[src/rtl/mem_arbiter_if.sv]
// rtl/mem_arbiter_if.sv - unified single-port memory bus between the arbiter and memory
//
// Signals:
//   mem_req                  request valid, held with all fields until mem_ready
//   mem_we                   1 = write, 0 = read
//   mem_addr/wdata/wstrb     address, write data, byte strobes
//   mem_ready                memory accepts the request this cycle
//   mem_rvalid/mem_rdata     read response
// Modports: master (arbiter side), slave (memory side).
interface mem_arbiter_if;
    logic        mem_req;
    logic        mem_we;
    logic [31:0] mem_addr;
    logic [31:0] mem_wdata;
    logic [3:0]  mem_wstrb;
    logic        mem_ready;
    logic        mem_rvalid;
    logic [31:0] mem_rdata;

    modport master (
        output mem_req, mem_we, mem_addr, mem_wdata, mem_wstrb,
        input  mem_ready, mem_rvalid, mem_rdata
    );

    modport slave (
        input  mem_req, mem_we, mem_addr, mem_wdata, mem_wstrb,
        output mem_ready, mem_rvalid, mem_rdata
    );
endinterface

[src/rtl/mem_arbiter.sv]
// rtl/mem_arbiter.sv - arbitrates instruction fetch and data access onto one memory port
//
// Ports:
//   clk, rst                         clock, asynchronous active-high reset
//   if_req, if_addr, if_flush        fetch request, address, redirect (drops in-flight fetch)
//   if_rdata, if_rvalid              fetched word, one-cycle completion pulse
//   d_re, d_we, d_addr, d_wdata,
//   d_wstrb                          data read/write request and write fields
//   d_rdata, d_done                  load data, one-cycle completion pulse
//   mem                              memory bus (mem_arbiter_if.master)
module mem_arbiter #(
    parameter int STARVE_MAX = 4
) (
    input  logic        clk,
    input  logic        rst,
    input  logic        if_req,
    input  logic [31:0] if_addr,
    input  logic        if_flush,
    output logic [31:0] if_rdata,
    output logic        if_rvalid,
    input  logic        d_re,
    input  logic        d_we,
    input  logic [31:0] d_addr,
    input  logic [31:0] d_wdata,
    input  logic [3:0]  d_wstrb,
    output logic [31:0] d_rdata,
    output logic        d_done,
    mem_arbiter_if.master mem
);
    localparam logic [3:0] STARVE_LIM = 4'(STARVE_MAX);

    typedef enum logic [1:0] {IDLE, REQ, RESP, DONE} state_t;

    state_t      state;
    state_t      state_nxt;
    logic        owner_if;
    logic        drop;
    logic [3:0]  starve_cnt;
    logic        we_q;
    logic [31:0] addr_q;
    logic [31:0] wdata_q;
    logic [3:0]  wstrb_q;
    logic        data_req;
    logic        any_req;
    logic        grant_if;

    assign data_req = d_re | d_we;
    assign any_req  = if_req | data_req;
    // Data normally wins; a fetch that has watched STARVE_MAX data grants go by takes the next slot.
    assign grant_if = if_req & (~data_req | (starve_cnt == STARVE_LIM));

    assign mem.mem_we    = we_q;
    assign mem.mem_addr  = addr_q;
    assign mem.mem_wdata = wdata_q;
    assign mem.mem_wstrb = wstrb_q;

    always_ff @(posedge clk or posedge rst) begin
        if (rst) begin
            state <= IDLE;
        end else begin
            state <= state_nxt;
        end
    end

    always_comb begin
        state_nxt   = state;
        mem.mem_req = 1'b0;
        if_rvalid   = 1'b0;
        d_done      = 1'b0;
        case (state)
            IDLE: begin
                if (any_req) begin
                    state_nxt = REQ;
                end
            end
            REQ: begin
                mem.mem_req = 1'b1;
                if (mem.mem_ready) begin
                    state_nxt = we_q ? DONE : RESP;
                end
            end
            RESP: begin
                if (mem.mem_rvalid) begin
                    state_nxt = DONE;
                end
            end
            DONE: begin
                state_nxt = IDLE;
                // A flush arriving in the DONE cycle itself must also kill the pulse,
                // since the drop flag would only register after it.
                if (owner_if) begin
                    if_rvalid = ~drop & ~if_flush;
                end else begin
                    d_done = 1'b1;
                end
            end
            default: state_nxt = IDLE;
        endcase
    end

    always_ff @(posedge clk or posedge rst) begin
        if (rst) begin
            owner_if   <= 1'b0;
            drop       <= 1'b0;
            starve_cnt <= 4'd0;
            we_q       <= 1'b0;
            addr_q     <= 32'd0;
            wdata_q    <= 32'd0;
            wstrb_q    <= 4'd0;
            if_rdata   <= 32'd0;
            d_rdata    <= 32'd0;
        end else begin
            case (state)
                IDLE: begin
                    drop <= 1'b0;
                    if (any_req) begin
                        owner_if <= grant_if;
                        if (grant_if) begin
                            we_q       <= 1'b0;
                            addr_q     <= if_addr;
                            wdata_q    <= 32'd0;
                            wstrb_q    <= 4'd0;
                            starve_cnt <= 4'd0;
                        end else begin
                            // d_we wins over d_re when both are raised.
                            we_q    <= d_we;
                            addr_q  <= d_addr;
                            wdata_q <= d_wdata;
                            wstrb_q <= d_wstrb;
                            if (if_req) begin
                                starve_cnt <= (starve_cnt == STARVE_LIM) ? STARVE_LIM
                                                                         : starve_cnt + 4'd1;
                            end else begin
                                starve_cnt <= 4'd0;
                            end
                        end
                    end
                end
                RESP: begin
                    if (mem.mem_rvalid) begin
                        if (owner_if) begin
                            if_rdata <= mem.mem_rdata;
                        end else begin
                            d_rdata <= mem.mem_rdata;
                        end
                    end
                end
                default: ;
            endcase
            if (owner_if && if_flush && (state != IDLE)) begin
                drop <= 1'b1;
            end
        end
    end
endmodule

[src/flat_wrapper.sv]
// flat-port wrapper written by rule: the top's interface ports become plain ports
module mem_arbiter_flat 
#(
    parameter int STARVE_MAX = 4
)
  (clk, rst, if_req, if_addr, if_flush, if_rdata, if_rvalid, d_re, d_we, d_addr, d_wdata, d_wstrb, d_rdata, d_done, mem_mem_req, mem_mem_we, mem_mem_addr, mem_mem_wdata, mem_mem_wstrb, mem_mem_ready, mem_mem_rvalid, mem_mem_rdata);
  mem_arbiter_if mem_i ();
  input  logic clk;
  input  logic rst;
  input  logic if_req;
  input  logic [31:0] if_addr;
  input  logic if_flush;
  output logic [31:0] if_rdata;
  output logic if_rvalid;
  input  logic d_re;
  input  logic d_we;
  input  logic [31:0] d_addr;
  input  logic [31:0] d_wdata;
  input  logic [3:0] d_wstrb;
  output logic [31:0] d_rdata;
  output logic d_done;
  output wire logic [$bits(mem_i.mem_req)-1:0] mem_mem_req;
  output wire logic [$bits(mem_i.mem_we)-1:0] mem_mem_we;
  output wire logic [$bits(mem_i.mem_addr)-1:0] mem_mem_addr;
  output wire logic [$bits(mem_i.mem_wdata)-1:0] mem_mem_wdata;
  output wire logic [$bits(mem_i.mem_wstrb)-1:0] mem_mem_wstrb;
  input wire logic [$bits(mem_i.mem_ready)-1:0] mem_mem_ready;
  input wire logic [$bits(mem_i.mem_rvalid)-1:0] mem_mem_rvalid;
  input wire logic [$bits(mem_i.mem_rdata)-1:0] mem_mem_rdata;
  assign mem_mem_req = mem_i.mem_req;
  assign mem_mem_we = mem_i.mem_we;
  assign mem_mem_addr = mem_i.mem_addr;
  assign mem_mem_wdata = mem_i.mem_wdata;
  assign mem_mem_wstrb = mem_i.mem_wstrb;
  assign mem_i.mem_ready = mem_mem_ready;
  assign mem_i.mem_rvalid = mem_mem_rvalid;
  assign mem_i.mem_rdata = mem_mem_rdata;
  mem_arbiter #(.STARVE_MAX(STARVE_MAX)) u_core (.clk(clk), .rst(rst), .if_req(if_req), .if_addr(if_addr), .if_flush(if_flush), .if_rdata(if_rdata), .if_rvalid(if_rvalid), .d_re(d_re), .d_we(d_we), .d_addr(d_addr), .d_wdata(d_wdata), .d_wstrb(d_wstrb), .d_rdata(d_rdata), .d_done(d_done), .mem(mem_i));
endmodule
[config.mk]
export PLATFORM = sky130hd
export DESIGN_NAME = mem_arbiter_flat
export DESIGN_NICKNAME = d
export VERILOG_FILES = /design/src/rtl/mem_arbiter_if.sv /design/src/rtl/mem_arbiter.sv /design/src/flat_wrapper.sv
export SDC_FILE = /design/constraint.sdc
export NUM_CORES = 1
export LEC_CHECK = 0
export ABC_AREA = 1
export CAP_MARGIN = 20
export CORE_MARGIN = 4
export CORE_UTILIZATION = 45
export CTS_BUF_LIST = sky130_fd_sc_hd__clkbuf_4
export DETAILED_ROUTE_END_ITERATION = 12
export PLACE_DENSITY = 0.83
export SETUP_SLACK_MARGIN = 0.15
export SLEW_MARGIN = 10
export SYNTH_ARGS = -nofsm -noshare
export SYNTH_HDL_FRONTEND = slang
export SYNTH_SLANG_ARGS = --single-unit
[constraint.sdc]
create_clock -name clk -period 15.3 [get_ports clk]
set_clock_uncertainty 0.1 [all_clocks]
set_input_delay 3.06 -clock clk [delete_from_list [all_inputs] [get_ports clk]]
set_output_delay 3.06 -clock clk [all_outputs]
set_load 0.005 [all_outputs]
== Word level (Yosys, flattened, before mapping) ==
Cells that the tools add are included.

* Register bits: 141
* Input bits: 140
* Output and inout bits: 136
* Logic and storage cells: 55

* Add/subtract/negate cells: 1
* Eq/ne operators: 7
* Muxes and demuxes: 19
* Bitwise gates (word level): 9
* Reduce and logical (&&, ||, !) cells: 9

{| class="wikitable"
|+ Operators by type and width
! kind !! number
|-
| 32-bit two-way mux || 2
|-
| 4-bit two-way mux || 4
|-
| 1-bit two-way mux || 9
|-
| 3-bit AND reduction || 3
|-
| 2-bit case mux with 4 select lines || 1
|-
| 2-bit two-way mux || 3
|-
| 4-bit by 1-bit adder with 4-bit output, second input constant || 1
|-
| 2-bit == test, second input constant || 2
|-
| 4-bit by 3-bit == test with 1-bit output, second input constant || 1
|-
| 2-bit inequality test, second input constant || 2
|-
| 1-bit inverter || 4
|-
| 2-bit nonzero test || 2
|-
| 1-bit bitwise OR || 3
|-
| 1-bit bitwise AND || 2
|-
| 2-bit by 1-bit == test with 1-bit output, second input constant || 1
|-
| 1-bit logical AND || 2
|-
| 2-bit zero test || 1
|-
| 2-bit by 1-bit inequality test with 1-bit output, second input constant || 1
|-
| 2-bit AND reduction || 1
|}

== Longest topological paths before layout ==
Gate-level depths: netlist of run 1.

* Depth in word-level cells: 5
* Gate-level depth with buffers: 9
* Gate-level depth less buffers: 9

== Least setup slack after synthesis of run 1 ==
OpenSTA, ideal clock, no wires.

* Kind: input-to-output
* Start: input port if_flush
* End: output port if_rvalid
* Arrival time: 3.367 ns
* Data required time: 12.140 ns
* Setup slack: 8.773 ns
* Stages: 1
* Buffers on the path: 0
* Path through: nor4_1

* Longest elaborated chain between the ends: 4

{| class="wikitable"
|+ Ends and longest elaborated chain
! what !! RTL line !! RTL
|-
| from (decl) || flat_wrapper.sv:12 || <nowiki>input logic if_flush;</nowiki>
|-
| 1-bit inverter || mem_arbiter.sv:92 || <nowiki>if_rvalid = ~drop & ~if_flush;</nowiki>
|-
| 1-bit bitwise AND || mem_arbiter.sv:92 ||
|-
| 1-bit two-way mux || mem_arbiter.sv:91 || <nowiki>if (owner_if) begin</nowiki>
|-
| 1-bit two-way mux || mem_arbiter.sv:70 || <nowiki>case (state)</nowiki>
|-
| to (decl) || flat_wrapper.sv:14 || <nowiki>output logic if_rvalid;</nowiki>
|}

No other way between the ends.

== Final worst setup path of run 1 ==
Ends and elaborated chain as after synthesis.

==> results.sh, run 1 <==
export IMPL_status="finished, final reports clean"
export IMPL_cts_hold_buf=0
export IMPL_drc=0
export IMPL_antenna_found_initial=1
export IMPL_crit_type="input port to output port"
export IMPL_clkPwrFrac=0.149
export IMPL_die_area_sq_um=15500
export IMPL_clock_fmax_ghz=0.133
export IMPL_tritoncts="done"
export IMPL_grt_pass1_wl_microns=27300
export IMPL_max_vdd_ir_drop_v=0.0000923
export IMPL_clk_path_buf_depth=2
export IMPL_grt_use_met3=0.0549
export IMPL_htreeDepth=4
export IMPL_grt_overflow=0
export IMPL_timing_final_ws_setup_ps=7790
export IMPL_num_rows=42
export IMPL_grtUsageMet2=0.378
export IMPL_io_buffers=275
export IMPL_synth_cells=746
export IMPL_combPwrFrac=0.463
export IMPL_place_congestion=0.803
export IMPL_core_sq_um=13300
export IMPL_worstHoldPathType="register to register"
export IMPL_crit_path_end_kind="output port"
export IMPL_clk_latency_ps=510
export IMPL_area_delta_synth_final_pct=52.2
export IMPL_finalCritPeriodShare=0.491
export IMPL_power_internal_uw=1100
export IMPL_ys_ff_latch=141
export IMPL_ys_seq_area_frac=0.576
export IMPL_grt_pass1_vias=5298
export IMPL_antenna_left=0
export IMPL_ys_types=16
export IMPL_timing_max_cap_violations=0
export IMPL_critPathArrivalTime_ps=4350
export IMPL_critPathMaxFanout=2
export IMPL_floorplan_initialDensity=0.460
export IMPL_preCtsSetupSlack_ps=7790
export IMPL_cp_required_ps=12140
export IMPL_dpl_hpwl_microns=12300
export IMPL_power_density_nw_per_um2=179
export IMPL_clock_sinks=141
export IMPL_fin_util=0.701
export IMPL_grt_max_degree=91
export IMPL_total_power_uw=1670
export IMPL_final_common_cell="clkdlybuf4s50_1"
export IMPL_syn_avg_cell_area_sq_um=8.21
export IMPL_rsz0062_at_grt="false"
export IMPL_final_layout_size_suffix_gt1_frac=0.0451
export IMPL_finalHoldViolCount=0
export IMPL_cts_setup_buffers=0
export IMPL_layout_min_cycle_time_ps=7510
export IMPL_vias=5599
export IMPL_setup_tns_ps=0
export IMPL_drt_total_wl_microns=17100
export IMPL_cts_buffers=17
export IMPL_cts_root_buf="clkbuf_4"
export IMPL_ios=276
export IMPL_wl_per_cell_microns=14.3
export IMPL_mostFrequentLayoutCells="275 x clkdlybuf4s50_1, 250 x nand2_1, 141 x dfrtp_1"
export IMPL_dieHeight_microns=125
export IMPL_grt_busiest_layer="met2"
export IMPL_layout_nets=1153
export IMPL_leakage_uw=0.00470
export IMPL_first_pass_iters=5
export IMPL_power_switching_uw=572
export IMPL_syn_area_sq_um=6120
export IMPL_fp_dieW_microns=125
export IMPL_crit_path_start_kind="input port"
export IMPL_drtIter0Drc=344
export IMPL_grt_usage=0.218
export IMPL_synth_net_count=892
export IMPL_grtUsageMet1=0.264
export IMPL_worstMarginPinSlew_ps=784
export IMPL_finalSetupViolCount=0
export IMPL_yosys_warnings=0
export IMPL_swShare=0.343
export IMPL_drv_slew=0
export IMPL_ctsResizeCount=0
export IMPL_slew_headroom=0.477
export IMPL_clk_pin_slew_ps=110
export IMPL_routed_via_density=4.68
export IMPL_pwr_share_seq=0.388
==> layout make-up <==
type	instances	area [sq um]
antenna	1	2.50
clock buffer	20	150
clock inverter	12	145
fill	1059	3980
inverter	116	440
multi-input combinational	448	2000
sequential	141	3530
tap	176	220
timing repair buffer	283	2840
==> power by group through the flow <==
| stage | Combinational [uW] | Clock, uW | Sequential (uW) |
|---|---|---|---|
| 3_5_place_dp | 781 | 0 | 651 |
| 5_1_grt | 847 | 272 | 669 |
| 6_report | 772 | 249 | 648 |
| 4_1_cts | 783 | 256 | 648 |
| 2_1_floorplan | 291 | 0 | 662 |
| 3_3_place_gp | 762 | 0 | 647 |
==> state kept, by name, summed over array words and instances (netlist names) <==
| name | cells |
|---|---|
| u_core.d_rdata | 32 |
| u_core.if_rdata | 32 |
| u_core.mem.mem_addr | 32 |
| u_core.mem.mem_wdata | 32 |
| u_core.mem.mem_wstrb | 4 |
| u_core.starve_cnt | 4 |
| u_core.state | 2 |
| u_core.drop | 1 |
| u_core.mem.mem_we | 1 |
| u_core.owner_if | 1 |
==> cells in the mapped netlist <==
library cell  instances  share of area
o21ai_0              68          0.056
o21ai_1               1        0.00082
buf_2                17          0.014
ha_1                  6          0.012
inv_2                 2         0.0012
nand3_1             112          0.092
dfrtp_1             141           0.58
inv_1               114          0.070
nor4_1                1         0.0010
clkbuf_1             24          0.015
nor2_1                5         0.0031
nand2_1             251           0.15
nor2_2                1         0.0010
a21oi_1               1        0.00082
a21oi_4               1         0.0027
o211ai_1              1         0.0012
==> metrics by stage <==
stage	hold slack [ps]	instances	instance area, sq um
finish	390	1197	9320
global route	413	1197	9320
CTS	393	1194	9280
detailed placement	364	1162	8980
global placement	362	1162	8980
floorplan	373	746	6120
==> critical path, stage by stage <==
cell and delay (ps):
clkdlybuf4s50_1 430, nor4_1 310, clkdlybuf4s50_1 550
==> logic make-up (layout without fill, tap and decap cells) <==
kind of cell | count (synthesis) | in the layout | share of synthesized area
buffers and inverters | 157 | 431 | 0.0997
adder cells (fa/ha/maj) | 6 | 6 | 0.0123
flip-flops | 141 | 141 | 0.576
AO/OA/AOI/OAI | 72 | 72 | 0.0611
AND/OR/NAND/NOR | 370 | 370 | 0.251
other | 0 | 1 | 0
==> worst paths after layout <==
| check | start | depth (start not counted) | slack, ps | end |
|---|---|---|---|---|
| max | if_flush | 3 | 7790 | if_rvalid |
| max reg2reg | u_core.starve_cnt[0]$_DFFE_PP0P_ | 10 | 12870 | u_core.mem.mem_addr[29]$_DFFE_PP0P_ |
| min in group asynchronous | rst | 2 | 3000 | u_core.d_rdata[5]$_DFFE_PP0P_ |
| min | u_core.mem.mem_addr[9]$_DFFE_PP0P_ | 2 | 390 | u_core.mem.mem_addr[9]$_DFFE_PP0P_ |
| min reg2reg | u_core.mem.mem_addr[9]$_DFFE_PP0P_ | 2 | 390 | u_core.mem.mem_addr[9]$_DFFE_PP0P_ |
| max in group asynchronous | rst | 3 | 10920 | u_core.d_rdata[1]$_DFFE_PP0P_ |
==> metal layers <==
layer | vias up | part of all wire
met5 | - | 0
met4 | 0 | 0.015
met3 | 19 | 0.063
met2 | 184 | 0.52
met1 | 2570 | 0.40
li1 | 2826 | -
Power figures use the tool's default switching activity.
==> inputs of run 2 (changes only) <==
--- a/config.mk
+++ b/config.mk
@@ -8,10 +8,10 @@
 export ABC_AREA = 1
 export CAP_MARGIN = 20
 export CORE_MARGIN = 4
-export CORE_UTILIZATION = 45
+export CORE_UTILIZATION = 43
 export CTS_BUF_LIST = sky130_fd_sc_hd__clkbuf_4
 export DETAILED_ROUTE_END_ITERATION = 12
-export PLACE_DENSITY = 0.83
+export PLACE_DENSITY = 0.79
 export SETUP_SLACK_MARGIN = 0.15
 export SLEW_MARGIN = 10
 export SYNTH_ARGS = -nofsm -noshare
==> constraint.sdc (replaced) <==
create_clock -name clk -period 7.5 [get_ports clk]
set_clock_uncertainty 0.1 [all_clocks]
set_input_delay 1.5 -clock clk [delete_from_list [all_inputs] [get_ports clk]]
set_output_delay 1.5 -clock clk [all_outputs]
set_load 0.005 [all_outputs]
==> run 2 against run 1 <==
First-iteration DRC count grew 2.0%. Non-clock buffer count is the same. Count of clock-buffer cells in the layout is the same. Total power grew 100%. Clock power grew 100%. Sequential share of layout area is essentially flat. Utilization shrank 3.2 points. Critical path depth is the same. Combinational power grew 100%. Global-route usage grew 0.30 points. Hold slack gained 1.2 ps. Cell count grew 0.33%. Critical endpoint unchanged.
==> results.sh, run 2 (same netlist as run 1, synthesis figures left out) <==
export IMPL_crit_type="input port to output port"
export IMPL_cts_root_buf="clkbuf_4"
export IMPL_first_pass_iters=4
export IMPL_num_rows=43
export IMPL_antenna_left=0
export IMPL_fp_dieW_microns=127
export IMPL_antenna_found_initial=1
export IMPL_critPathMaxFanout=2
export IMPL_floorplan_initialDensity=0.439
export IMPL_cts_hold_buf=0
export IMPL_setup_tns_ps=0
export IMPL_die_area_sq_um=16200
export IMPL_hold_worst_slack_ps=391
export IMPL_place_inst=1166
export IMPL_slew_headroom=0.459
export IMPL_drc=0
export IMPL_placed_area_sq_um=8990
export IMPL_core_sq_um=13900
export IMPL_final_area_sq_um=9330
export IMPL_power_density_nw_per_um2=365
export IMPL_mostFrequentLayoutCells="275 x clkdlybuf4s50_1, 250 x nand2_1, 141 x dfrtp_1"
export IMPL_clk_path_buf_depth=2
export IMPL_multi_input_area_sq_um=2000
export IMPL_cts_setup_buffers=0
export IMPL_cts_buffers=17
export IMPL_grt_pass1_wl_microns=28500
export IMPL_instances_no_fill=1201
export IMPL_finalCritPeriodShare=0.580
export IMPL_total_power_uw=3410
export IMPL_wl_per_cell_microns=14.7
export IMPL_drv_slew=0
export IMPL_rsz0062_at_grt="false"
export IMPL_layout_min_cycle_time_ps=4350
export IMPL_fill_cells=1157
export IMPL_clock_fmax_ghz=0.230
export IMPL_worstHoldPathType="register to register"
export IMPL_grt_pass1_vias=5606
export IMPL_clk_pin_slew_ps=110
export IMPL_dpl_hpwl_microns=12500
export IMPL_clock_sinks=141
export IMPL_max_vdd_ir_drop_v=0.000187
export IMPL_routed_via_density=4.72
export IMPL_ios=276
export IMPL_clk_latency_ps=530
export IMPL_htreeDepth=4
export IMPL_grt_usage=0.221
export IMPL_grt_max_degree=79
export IMPL_vias=5663
export IMPL_tritoncts="done"
export IMPL_finalHoldViolCount=0
export IMPL_layout_nets=1153
export IMPL_critPathArrivalTime_ps=2750
export IMPL_dieHeight_microns=127
export IMPL_status="finished, final reports clean"
export IMPL_crit_path_start_kind="input port"
export IMPL_r2r_start="u_core.starve_cnt[0]$_DFFE_PP0P_"
export IMPL_worstMarginPinSlew_ps=812
export IMPL_finalSetupViolCount=0
export IMPL_grt_overflow=0
export IMPL_timing_max_cap_violations=0
export IMPL_io_buffers=275
export IMPL_cp_startpoint="if_flush"
export IMPL_place_congestion=0.826
export IMPL_crit_path_end_kind="output port"
export IMPL_area_delta_synth_final_pct=52.3
export IMPL_ff_latch_area_sq_um=3530
export IMPL_leakage_uw=0.00470
export IMPL_final_layout_size_suffix_gt1_frac=0.0461
export IMPL_drt_total_wl_microns=17600
export IMPL_drtIter0Drc=351
export IMPL_ctsResizeCount=0
export IMPL_hp_start="u_core.mem.mem_addr[26]$_DFFE_PP0P_"
export IMPL_cp_required_ps=5900
export IMPL_final_common_cell="clkdlybuf4s50_1"
## run 2: cell count changes in the layout (fill, tap and decap cells not counted), sizes merged
cell and change:
inv -1, clkinv +1
## run 2: critical path: stages
cell and delay [ps]:
clkdlybuf4s50_1 420, nor4_1 290, clkdlybuf4s50_1 550
## run 2: path summary, 6_finish.rpt
path | end | slack (ps) | cells past startpoint
setup / recovery | if_rvalid | 3150 | 3
hold / removal | u_core.mem.mem_addr[26]$_DFFE_PP0P_ | 390 | 2
setup reg to reg | u_core.mem.mem_addr[23]$_DFFE_PP0P_ | 5050 | 10
hold reg to reg | u_core.mem.mem_addr[26]$_DFFE_PP0P_ | 390 | 2
max in group asynchronous | u_core.if_rdata[1]$_DFFE_PP0P_ | 4620 | 3
min in group asynchronous | u_core.d_rdata[11]$_DFFE_PP0P_ | 1350 | 2
## run 2: cell type report
type,count,area share
repair buffers,283,0.304
flip-flops and latches,141,0.378
well taps,180,0.0241
clock buffers,20,0.0161
multi-input cells,448,0.214
inverters,116,0.0472
diodes,1,0.000268
clock inverters,12,0.0157
## run 2: where the power goes
group / total, uW / switching [uW] / internal (uW)
combinational: 1580 / 704 / 876
sequential: 1320 / 197 / 1120
clock: 509 / 269 / 240
## run 2: metal layers
layer	GRT usage	wire [microns]
met2	0.360	8690
met4	0.105	651
met3	0.0610	1170
met1	0.271	7110
met5	0	0
## run 2: stage by stage
step	setup slack, ps	utilization
after global routing	3080	0.669
after floorplan	2120	-
after detailed placement	3150	0.645
after CTS	3150	0.666
after global placement	3180	0.645
final	3150	0.669
==> inputs of run 3 (changes only) <==
--- a/config.mk
+++ b/config.mk
@@ -8,10 +8,10 @@
 export ABC_AREA = 1
 export CAP_MARGIN = 20
 export CORE_MARGIN = 4
-export CORE_UTILIZATION = 43
+export CORE_UTILIZATION = 39
 export CTS_BUF_LIST = sky130_fd_sc_hd__clkbuf_4
 export DETAILED_ROUTE_END_ITERATION = 12
-export PLACE_DENSITY = 0.79
+export PLACE_DENSITY = 0.76
 export SETUP_SLACK_MARGIN = 0.15
 export SLEW_MARGIN = 10
 export SYNTH_ARGS = -nofsm -noshare
==> constraint.sdc (replaced) <==
create_clock -name clk -period 3.6 [get_ports clk]
set_clock_uncertainty 0.1 [all_clocks]
set_input_delay 0.72 -clock clk [delete_from_list [all_inputs] [get_ports clk]]
set_output_delay 0.72 -clock clk [all_outputs]
set_load 0.005 [all_outputs]
==> run 3 against run 2 <==
Global-route usage down 1.9 points. Routed wire length increased by 1.3%. Worst setup slack got worse by 2400 ps. Non-clock buffer count up 1. Via count grew 0.60%. Hold slack got worse by 2.5 ps. Cell count rose by 2.7%. Critical path depth is the same. Die area increased by 9.6%. Clock power is 150% higher. Critical endpoint unchanged. Largest cell class unchanged.
==> results.sh, run 3 (same netlist as run 1, synthesis figures left out) <==
export IMPL_drt_total_wl_microns=17900
export IMPL_hold_worst_slack_ps=388
export IMPL_worstRegToRegCells=8
export IMPL_timing_rr_end="u_core.starve_cnt[2]$_DFFE_PP0P_"
export IMPL_tritoncts="done"
export IMPL_antenna_left=0
export IMPL_setup_tns_ps=0
export IMPL_combPwrFrac=0.451
export IMPL_slew_headroom=0.441
export IMPL_finalHoldViolCount=0
export IMPL_layout_min_cycle_time_ps=2860
export IMPL_total_power_uw=7320
export IMPL_critPathArrivalTime_ps=2040
export IMPL_min_path_cells=2
export IMPL_vias=5697
export IMPL_rrSetupSlack_ps=1140
export IMPL_crit_type="input port to output port"
export IMPL_first_pass_iters=5
export IMPL_layout_nets=1154
export IMPL_cts_hold_buf=0
export IMPL_cts_buffers=17
export IMPL_clk_latency_ps=520
export IMPL_grt_pass1_vias=5637
export IMPL_final_common_cell="clkdlybuf4s50_1"
export IMPL_routed_via_density=4.62
export IMPL_fp_dieW_microns=133
export IMPL_timing_final_ws_setup_ps=739
export IMPL_cts_setup_buffers=0
export IMPL_clkPwrFrac=0.172
export IMPL_worstMarginPinSlew_ps=838
export IMPL_hp_start="u_core.mem.mem_wdata[18]$_DFFE_PP0P_"
export IMPL_drc=0
export IMPL_die_area_sq_um=17800
export IMPL_wl_per_cell_microns=14.5
export IMPL_place_congestion=0.806
export IMPL_grt_max_degree=142
export IMPL_rsz0062_at_grt="false"
export IMPL_antenna_found_initial=0
export IMPL_power_internal_uw=4870
export IMPL_timing_max_cap_violations=0
export IMPL_io_buffers=275
export IMPL_htreeDepth=4
export IMPL_critPathMaxFanout=2
export IMPL_max_vdd_ir_drop_v=0.000319
export IMPL_dieHeight_microns=133
export IMPL_grt_usage=0.202
export IMPL_core_sq_um=15300
export IMPL_r2r_start="u_core.state[0]$_DFFE_PP0P_"
export IMPL_worstHoldPathType="register to register"
export IMPL_finalCritPeriodShare=0.795
export IMPL_grt_pass1_wl_microns=28900
export IMPL_clk_pin_slew_ps=120
export IMPL_mostFrequentLayoutCells="275 x clkdlybuf4s50_1, 250 x nand2_1, 141 x dfrtp_1"
export IMPL_drtIter0Drc=300
export IMPL_final_layout_size_suffix_gt1_frac=0.0451
export IMPL_crit_path_end_kind="output port"
export IMPL_drv_slew=0
export IMPL_num_rows=45
export IMPL_dpl_hpwl_microns=12800
export IMPL_crit_path_start_kind="input port"
export IMPL_floorplan_initialDensity=0.400
export IMPL_cp_required_ps=2780
export IMPL_final_area_sq_um=9450
export IMPL_leakage_uw=0.00473
export IMPL_area_delta_synth_final_pct=54.4
export IMPL_grt_overflow=0
export IMPL_clock_sinks=141
export IMPL_swShare=0.335
export IMPL_power_switching_uw=2450
export IMPL_clk_path_buf_depth=2
export IMPL_min_to="u_core.mem.mem_wdata[18]$_DFFE_PP0P_"
export IMPL_pwr_share_seq=0.377
export IMPL_finalSetupViolCount=0
export IMPL_preCtsSetupSlack_ps=720
export IMPL_clock_fmax_ghz=0.349
export IMPL_cp_startpoint="if_flush"
export IMPL_ios=276
export IMPL_cts_root_buf="clkbuf_4"
export IMPL_ctsResizeCount=0
export IMPL_status="finished, final reports clean"
export IMPL_placed_area_sq_um=9060
export IMPL_power_density_nw_per_um2=774
-- run 3: area by class of cell --
cell class                      count  area [sq um]
Tap cell                          211           264
Antenna cell                        1          2.50
Inverter                          116           439
Sequential cell                   141          3530
Timing Repair Buffer              284          2860
Fill cell                        1368          5860
Clock buffer                       19           143
Clock inverter                     13           220
Multi-Input combinational cell    448          2000
-- run 3: how the worst max path moves through the flow --
| stage | endpoint | cells past startpoint |
|---|---|---|
| finish | if_rvalid | 3 |
| global route | if_rvalid | 4 |
| CTS | if_rvalid | 4 |
| detailed placement | u_core.d_rdata[26]$_DFFE_PP0P_ | 3 |
| global placement | u_core.if_rdata[24]$_DFFE_PP0P_ | 3 |
| floorplan | u_core.d_rdata[0]$_DFFE_PP0P_ | 1 |
-- run 3: metrics by stage --
step                std cells   util
finish                   1233  0.617
global route             1232  0.617
CTS                      1231  0.616
detailed placement       1199  0.592
global placement         1198  0.591
floorplan                 746      -
-- run 3: layer usage --
metal / vias to the layer above / part of all wire / GRT usage
li1: 2823 / - / -
met1: 2633 / 0.40 / 0.245
met2: 214 / 0.50 / 0.342
met3: 27 / 0.076 / 0.0612
met4: 0 / 0.022 / 0.0726
met5: - / 0 / 0
-- run 3: worst max-delay path, stage by stage --
cell and delay, ps:
clkdlybuf4s50_1 430, nor4_1 330, clkdlybuf4s50_1 560
-- run 3: power groups by stage --
stage          logic (uW)  registers (uW)  clock network (uW)
2_1_floorplan        1240            2810                   0
3_3_place_gp         3260            2770                   0
3_5_place_dp         3340            2780                   0
4_1_cts              3340            2760                1290
5_1_grt              3650            2860                1360
6_report             3300            2760                1260
